`config.mk`:
```
export PLATFORM = sky130hd
export DESIGN_NAME = floating_point_accumulator
export DESIGN_NICKNAME = d
export VERILOG_FILES = /design/src/rtl/floating_point_accumulator.sv
export SDC_FILE = /design/constraint.sdc
export NUM_CORES = 1
export LEC_CHECK = 0
export BUFFER_PORTS_ARGS = -buffer_cell sky130_fd_sc_hd__buf_2
export CAP_MARGIN = 30
export CORE_MARGIN = 10
export CORE_UTILIZATION = 60
export CTS_CLUSTER_SIZE = 40
export DETAILED_ROUTE_END_ITERATION = 10
export GPL_TIMING_DRIVEN = 1
export HOLD_SLACK_MARGIN = 0.15
export PLACE_DENSITY = 0.79
export SLEW_MARGIN = 0
export SYNTH_ARGS = -nofsm -noshare
export SYNTH_HDL_FRONTEND = slang
export SYNTH_SLANG_ARGS = --single-unit
```
`constraint.sdc`:
```
create_clock -name clk_i -period 29.6 [get_ports clk_i]
set_input_delay 1.48 -clock clk_i [delete_from_list [all_inputs] [get_ports clk_i]]
set_output_delay 1.48 -clock clk_i [all_outputs]
set_load 0.05 [all_outputs]
```
`src/rtl/floating_point_accumulator.sv`:
```
// floating_point_accumulator: streaming floating-point summation of a term stream.
// Terms of one vector are added into a single-cycle feedback accumulator. The last term
// of a vector publishes the sum and term count as a one-cycle valid_o pulse.
// Optional status_o port: define FP_ACCUMULATOR_STATUS_EN.
module floating_point_accumulator #(
  parameter int unsigned EXP_WIDTH    = 8,
  parameter int unsigned FRAC_WIDTH   = 23,
  parameter int unsigned COUNT_WIDTH  = 16,
  localparam int unsigned FP_WIDTH_REG = 1 + EXP_WIDTH + FRAC_WIDTH
) (
  input  logic                    clk_i,
  input  logic                    rst_i,
  input  logic [FP_WIDTH_REG-1:0] fp_i,
  input  logic                    valid_i,
  input  logic                    last_i,
  output logic [FP_WIDTH_REG-1:0] sum_o,
  output logic [COUNT_WIDTH-1:0]  count_o,
  output logic                    valid_o
`ifdef FP_ACCUMULATOR_STATUS_EN
  ,
  output logic [1:0]              status_o
`endif
);

  localparam int unsigned MW = FRAC_WIDTH + 3;  // {carry, lead, frac, round}
  localparam int unsigned RW = FRAC_WIDTH + 2;  // {carry, lead, frac} after rounding
  localparam int unsigned EW = EXP_WIDTH + 2;   // two's-complement exponent workspace
  localparam logic [EXP_WIDTH-1:0] EXP_MAX = '1;

  logic [FP_WIDTH_REG-1:0] term_q;
  logic                    valid_q;
  logic                    last_q;
  logic [FP_WIDTH_REG-1:0] acc_q;
  logic [COUNT_WIDTH-1:0]  cnt_q;

  logic [FP_WIDTH_REG-1:0] add_res;

  logic                  a_sign, b_sign, a_spec, b_spec;
  logic [EXP_WIDTH-1:0]  a_exp, b_exp;
  logic [FRAC_WIDTH-1:0] a_frac, b_frac;
  logic                  swap, big_sign;
  logic [EXP_WIDTH-1:0]  big_exp, small_exp;
  logic [FRAC_WIDTH-1:0] big_frac, small_frac;
  logic [31:0]           exp_diff;
  logic [MW-1:0]         big_m, small_m, small_al, raw;
  logic [MW-2:0]         norm;
  logic [RW-1:0]         rnd;
  logic [EW-1:0]         exp_work;
  logic [FRAC_WIDTH-1:0] frac_fin;
  int                    lz;

  // Combinational add of the accumulator (operand a) and the registered term (operand b)
  always_comb begin
    a_sign = acc_q[FP_WIDTH_REG-1];
    a_exp  = acc_q[FP_WIDTH_REG-2 -: EXP_WIDTH];
    a_frac = (a_exp == '0) ? '0 : acc_q[FRAC_WIDTH-1:0];
    a_spec = (a_exp == EXP_MAX);
    b_sign = term_q[FP_WIDTH_REG-1];
    b_exp  = term_q[FP_WIDTH_REG-2 -: EXP_WIDTH];
    b_frac = (b_exp == '0) ? '0 : term_q[FRAC_WIDTH-1:0];
    b_spec = (b_exp == EXP_MAX);

    // Order operands by magnitude; the larger one sets the result sign
    swap       = {b_exp, b_frac} > {a_exp, a_frac};
    big_sign   = swap ? b_sign : a_sign;
    big_exp    = swap ? b_exp  : a_exp;
    big_frac   = swap ? b_frac : a_frac;
    small_exp  = swap ? a_exp  : b_exp;
    small_frac = swap ? a_frac : b_frac;

    exp_diff = 32'(big_exp) - 32'(small_exp);
    big_m    = {1'b0, big_exp != '0, big_frac, 1'b0};
    small_m  = {1'b0, small_exp != '0, small_frac, 1'b0};
    if (exp_diff >= 32'(FRAC_WIDTH + 2)) begin
      small_al = '0;
    end else begin
      small_al = small_m >> exp_diff;
    end
    raw = (a_sign == b_sign) ? big_m + small_al : big_m - small_al;

    // Leading-one detect below the carry bit; highest set bit wins
    lz = 0;
    for (int i = 0; i < int'(MW) - 1; i++) begin
      if (raw[i]) lz = int'(MW) - 2 - i;
    end

    if (raw[MW-1]) begin
      norm     = raw[MW-1:1];
      exp_work = {2'b00, big_exp} + EW'(1);
    end else begin
      norm     = raw[MW-2:0] << lz;
      exp_work = {2'b00, big_exp} - EW'(lz);
    end

    // Round half-up on the round bit; a carry out renormalises
    rnd = RW'(norm[MW-2:1]) + RW'(norm[0]);
    if (rnd[RW-1]) begin
      frac_fin = rnd[RW-2:1];
      exp_work = exp_work + EW'(1);
    end else begin
      frac_fin = rnd[FRAC_WIDTH-1:0];
    end

    if (a_spec || b_spec) begin
      add_res = {(a_spec ? a_sign : b_sign), EXP_MAX, {FRAC_WIDTH{1'b0}}};
    end else if (raw == '0) begin
      add_res = '0;
    end else if (exp_work[EW-1] || (exp_work == '0)) begin
      add_res = {big_sign, {(FP_WIDTH_REG-1){1'b0}}};
    end else if (exp_work >= {2'b00, EXP_MAX}) begin
      add_res = {big_sign, EXP_MAX, {FRAC_WIDTH{1'b0}}};
    end else begin
      add_res = {big_sign, exp_work[EXP_WIDTH-1:0], frac_fin};
    end
  end

  // Input stage: capture the term and its qualifiers
  always_ff @(posedge clk_i) begin
    if (rst_i) begin
      term_q  <= '0;
      valid_q <= 1'b0;
      last_q  <= 1'b0;
    end else begin
      term_q  <= fp_i;
      valid_q <= valid_i;
      last_q  <= last_i;
    end
  end

  // Accumulate valid terms; the last term publishes the sum and restarts from +0
  always_ff @(posedge clk_i) begin
    if (rst_i) begin
      acc_q   <= '0;
      cnt_q   <= '0;
      sum_o   <= '0;
      count_o <= '0;
      valid_o <= 1'b0;
    end else begin
      valid_o <= 1'b0;
      if (valid_q) begin
        if (last_q) begin
          sum_o   <= add_res;
          count_o <= cnt_q + COUNT_WIDTH'(1);
          valid_o <= 1'b1;
          acc_q   <= '0;
          cnt_q   <= '0;
        end else begin
          acc_q   <= add_res;
          cnt_q   <= cnt_q + COUNT_WIDTH'(1);
        end
      end
    end
  end

`ifdef FP_ACCUMULATOR_STATUS_EN
  logic add_ovf, add_uflw;
  logic ovf_q, uflw_q;

  // A result exponent of EXP_MAX only arises from saturation or Inf/NaN propagation;
  // a zero magnitude from a nonzero raw sum only arises from flush-to-zero.
  assign add_ovf  = (add_res[FP_WIDTH_REG-2 -: EXP_WIDTH] == EXP_MAX);
  assign add_uflw = !(a_spec || b_spec) && (raw != '0) && (add_res[FP_WIDTH_REG-2:0] == '0);

  // Sticky per-vector flags, published alongside sum_o
  always_ff @(posedge clk_i) begin
    if (rst_i) begin
      ovf_q    <= 1'b0;
      uflw_q   <= 1'b0;
      status_o <= 2'b00;
    end else if (valid_q) begin
      if (last_q) begin
        status_o <= {ovf_q | add_ovf, uflw_q | add_uflw};
        ovf_q    <= 1'b0;
        uflw_q   <= 1'b0;
      end else begin
        ovf_q    <= ovf_q | add_ovf;
        uflw_q   <= uflw_q | add_uflw;
      end
    end
  end
`endif

endmodule

```
==> summary.md <==
| Metric | Value |
|---|---|
| Syn_area_per_cell | approximately 7.0 um^2 |
| Finished Cell Area | 16,170 um^2 |
| Clk_lat worst skew | around 430 ps |
| Vias per cell | 6.943 |
| Cts repair resizes | 0 |
| Final Cycle Share | 0.5433 |
| Flops & latches, synth | 131 |
| Ys Warns | 0 |
| Die Y | between 150 and 200 um |
| CP Data Required Time | between 20,000 and 30,000 ps |
| First-pass GRT wire length | 87.42 mm |
| Area grow syn2layout | 7.550% |
| Status | finished clean |
| Dpl hpwl | ~43 mm |
| Worst reg2reg path startpoint | acc_q[27]$_SDFFE_PP0P_ |
| Dominant register cell in the synthesized netlist | dfxtp_1 |
| Worst EP arrival | 16,400 ps |
| Initial antenna violation count | 0 |
| Sequential area share after synthesis | 0.1745 |
| Total negative slack | 0 ps |
| Area share of the largest cell type after synthesis | 0.1745 |
| Fin worst setup slack | 13,520 ps |
| GRT Util Overall | 0.3402 |
| # hold bufs at CTS | 0 |
| FF-to-FF End | sum_o[12]$_SDFFE_PP0P_ |
| Starting Density | 0.6144 |
| Main area contributors after synthesis | dfxtp_1 17%, ha_1 7.6%, nand2_1 6.9% |
| Row count | 57 |
| DRC Markers | 0 |
| Antenna cells | 0 |
| Max H-tree Level | 4 |
| Core box area | around 24,000 um^2 |
| WL final | roughly 56 mm |
| Maximum single-stage delay on the critical path | 910 ps |
| Post-Syn Nets | 2,282 |
| Slew Viols, Final | 0 |
| Worst-Margin Slew | 1090 ps |
| Slew margin rel. | 0.2528 |
| Vias in the first global route | 16,230 |
| Crit Path Max Fanout | 90 |
| Max frequency | 0.06218 GHz |
| Number of max-cap violations | 0 |
| Antenna Nets Post-Route | 0 |
| Async set-reset flop share out of synthesis | 0 |
| Pre-CTS setup slack | 14,070 ps |
| Commonest non-fill, non-tap cells in the layout | 275 x nand2_1, 218 x nor2_1, 135 x o21ai_0 |
| Placement Cell Area | 15,560 um^2 |
| Die W | 178.3 um |
| Most common cell after layout, fill and taps aside | nand2_1 |
| DR WL/cell | 22.42 um |
| Largest net degree at the start of global routing | approximately 90 |
| Port buffer count | 84 |
| RSZ-0062 raised after global routing | false |
| Via count | roughly 17,000 |
| CTS tree | yes |
| Layout cells sized above 1 | 0.1079 |
| Final Hold Vio Count | 0 |
| CP Launch Type | register |
| Mapped Area | 15,030 um^2 |
| Max stage delay cell, worst path | and3_1 |
| Post-CTS Repair Setup Buffers | 0 |
| Cell taking the most area after synthesis | dfxtp_1 |
| Root Buffer | clkbuf_16 |
| Clock Path Buffers | 2 |
| RePlAce Congestion | 1.068 |
| Crit. Startpoint | acc_q[27]$_SDFFE_PP0P_ |
| GRT Residual Overflow | 0 |
| Clock Sinks | 131 |
| Number of synthesized flops with an enable pin | 0 |
| Final #Nets | around 2,300 |
| Post-synth cell types | 107 |
| Clk slew on worst S/H paths | ~70 ps |
| Hold Crit Class | register to register |
| Final setup viols | 0 |
| Critical path type | register to register |
| Min cycle time layout | 16,080 ps |
| Nature of the critical path endpoint | register |
| DR pass1 iterations | 7 |
| CP endpoint | sum_o[12]$_SDFFE_PP0P_ |
| R2R depth | 54 |
| Post-synthesis cell count | 2,152 |
| Clock Skew | 13.15 ps |
| Top Ports | 85 |
| Inserted Clock Buffers | 17 |
| Reg2Reg Setup Slack | 13,520 ps |
| Die footprint | 31,780 um^2 |
| DR iter-0 viols | approximately 2,300 |
[state kept, by name (all words and copies together), names as in the netlist]
| signal | count |
|---|---|
| term_q | 32 |
| count_o | 16 |
| acc_q | 32 |
| valid_o | 1 |
| sum_o | 32 |
| valid_q | 1 |
| last_q | 1 |
| cnt_q | 16 |
[synthesized netlist by cell type, types with 19 or more instances]
library cell  instances
buf_2                19
o21ai_1              44
ha_1                 91
nand3_1              85
and2_1               35
clkbuf_1             83
a21o_1               21
o211ai_1             19
a211oi_1             44
o22ai_1              20
mux2i_1              56
and3_1               32
dfxtp_1             131
a21oi_1             122
o31ai_1              45
nand2_1             275
nor3_1               50
nor2_1              220
or2_2                19
a31oi_1              20
inv_1                93
mux2_2               23
o21ai_0             135
nor2b_1              54
xnor2_1              64
a22oi_1              19
nand2b_1             21
nand4_1              32
[logic make-up after synthesis]
| family | after synthesis | synth area share |
|---|---|---|
| AOI/OAI and AO/OA | 642 | 0.2865 |
| DFF | 131 | 0.1745 |
| and+or+nand+nor | 895 | 0.2884 |
| adders and majority gates | 94 | 0.07975 |
| xor gates and xnor gates | 79 | 0.04653 |
| buffers and inverters | 225 | 0.06068 |
| muxes | 86 | 0.06368 |
[through the flow]
stage,hold WS [ps],cells,utilization
finish,445.4,2493,0.6608
global route,463.7,2493,0.6608
CTS,447.0,2493,0.6608
detailed placement,438.0,2461,0.6361
global placement,430.0,2458,0.6352
floorplan,411.3,2152,-
[critical path, delay by kind of cell, from the launching register on]
| family | cells | cell delay (ps) |
|---|---|---|
| compound gates | 22 | 5820 |
| xor+xnor | 1 | 300 |
| fa+ha+maj | 6 | 1280 |
| buf+inv | 3 | 820 |
| flops | 1 | 340 |
| simple gates | 22 | 7310 |
[cell type report]
type	count	area (um^2)
multi-input combinational	1796	11530
fill	2168	8297
tap	324	405.4
timing repair buffer	112	630.6
sequential	131	2623
clock inverter	14	176.4
clock buffer	18	429.2
inverter	98	370.4
[per-layer routing]
metal / wire length, um / part of all wire / track usage / vias to the layer above
met5: 0 / 0 / 0 / -
met4: 3453 / 0.062 / 0.1912 / 0
met3: 5777 / 0.10 / 0.06004 / 252
met2: 25170 / 0.45 / 0.5530 / 1141
met1: 21500 / 0.38 / 0.4178 / 8050
li1: - / - / - / 7865
[how the worst min path moves through the flow]
| stage | startpoint | endpoint | cells past startpoint |
|---|---|---|---|
| 3_5_place_dp | sum_o[20]$_SDFFE_PP0P_ | sum_o[20]$_SDFFE_PP0P_ | 2 |
| 5_1_grt | sum_o[19]$_SDFFE_PP0P_ | sum_o[19]$_SDFFE_PP0P_ | 2 |
| 4_1_cts | sum_o[11]$_SDFFE_PP0P_ | sum_o[11]$_SDFFE_PP0P_ | 2 |
| 3_3_place_gp | sum_o[13]$_SDFFE_PP0P_ | sum_o[13]$_SDFFE_PP0P_ | 2 |
| 2_1_floorplan | acc_q[0]$_SDFFE_PP0P_ | acc_q[0]$_SDFFE_PP0P_ | 2 |
| 6_report | sum_o[19]$_SDFFE_PP0P_ | sum_o[19]$_SDFFE_PP0P_ | 2 |
Power is left out: the tool's default activity adds up to more than one toggle a clock period on the data nets, which glitch-free logic cannot reach.
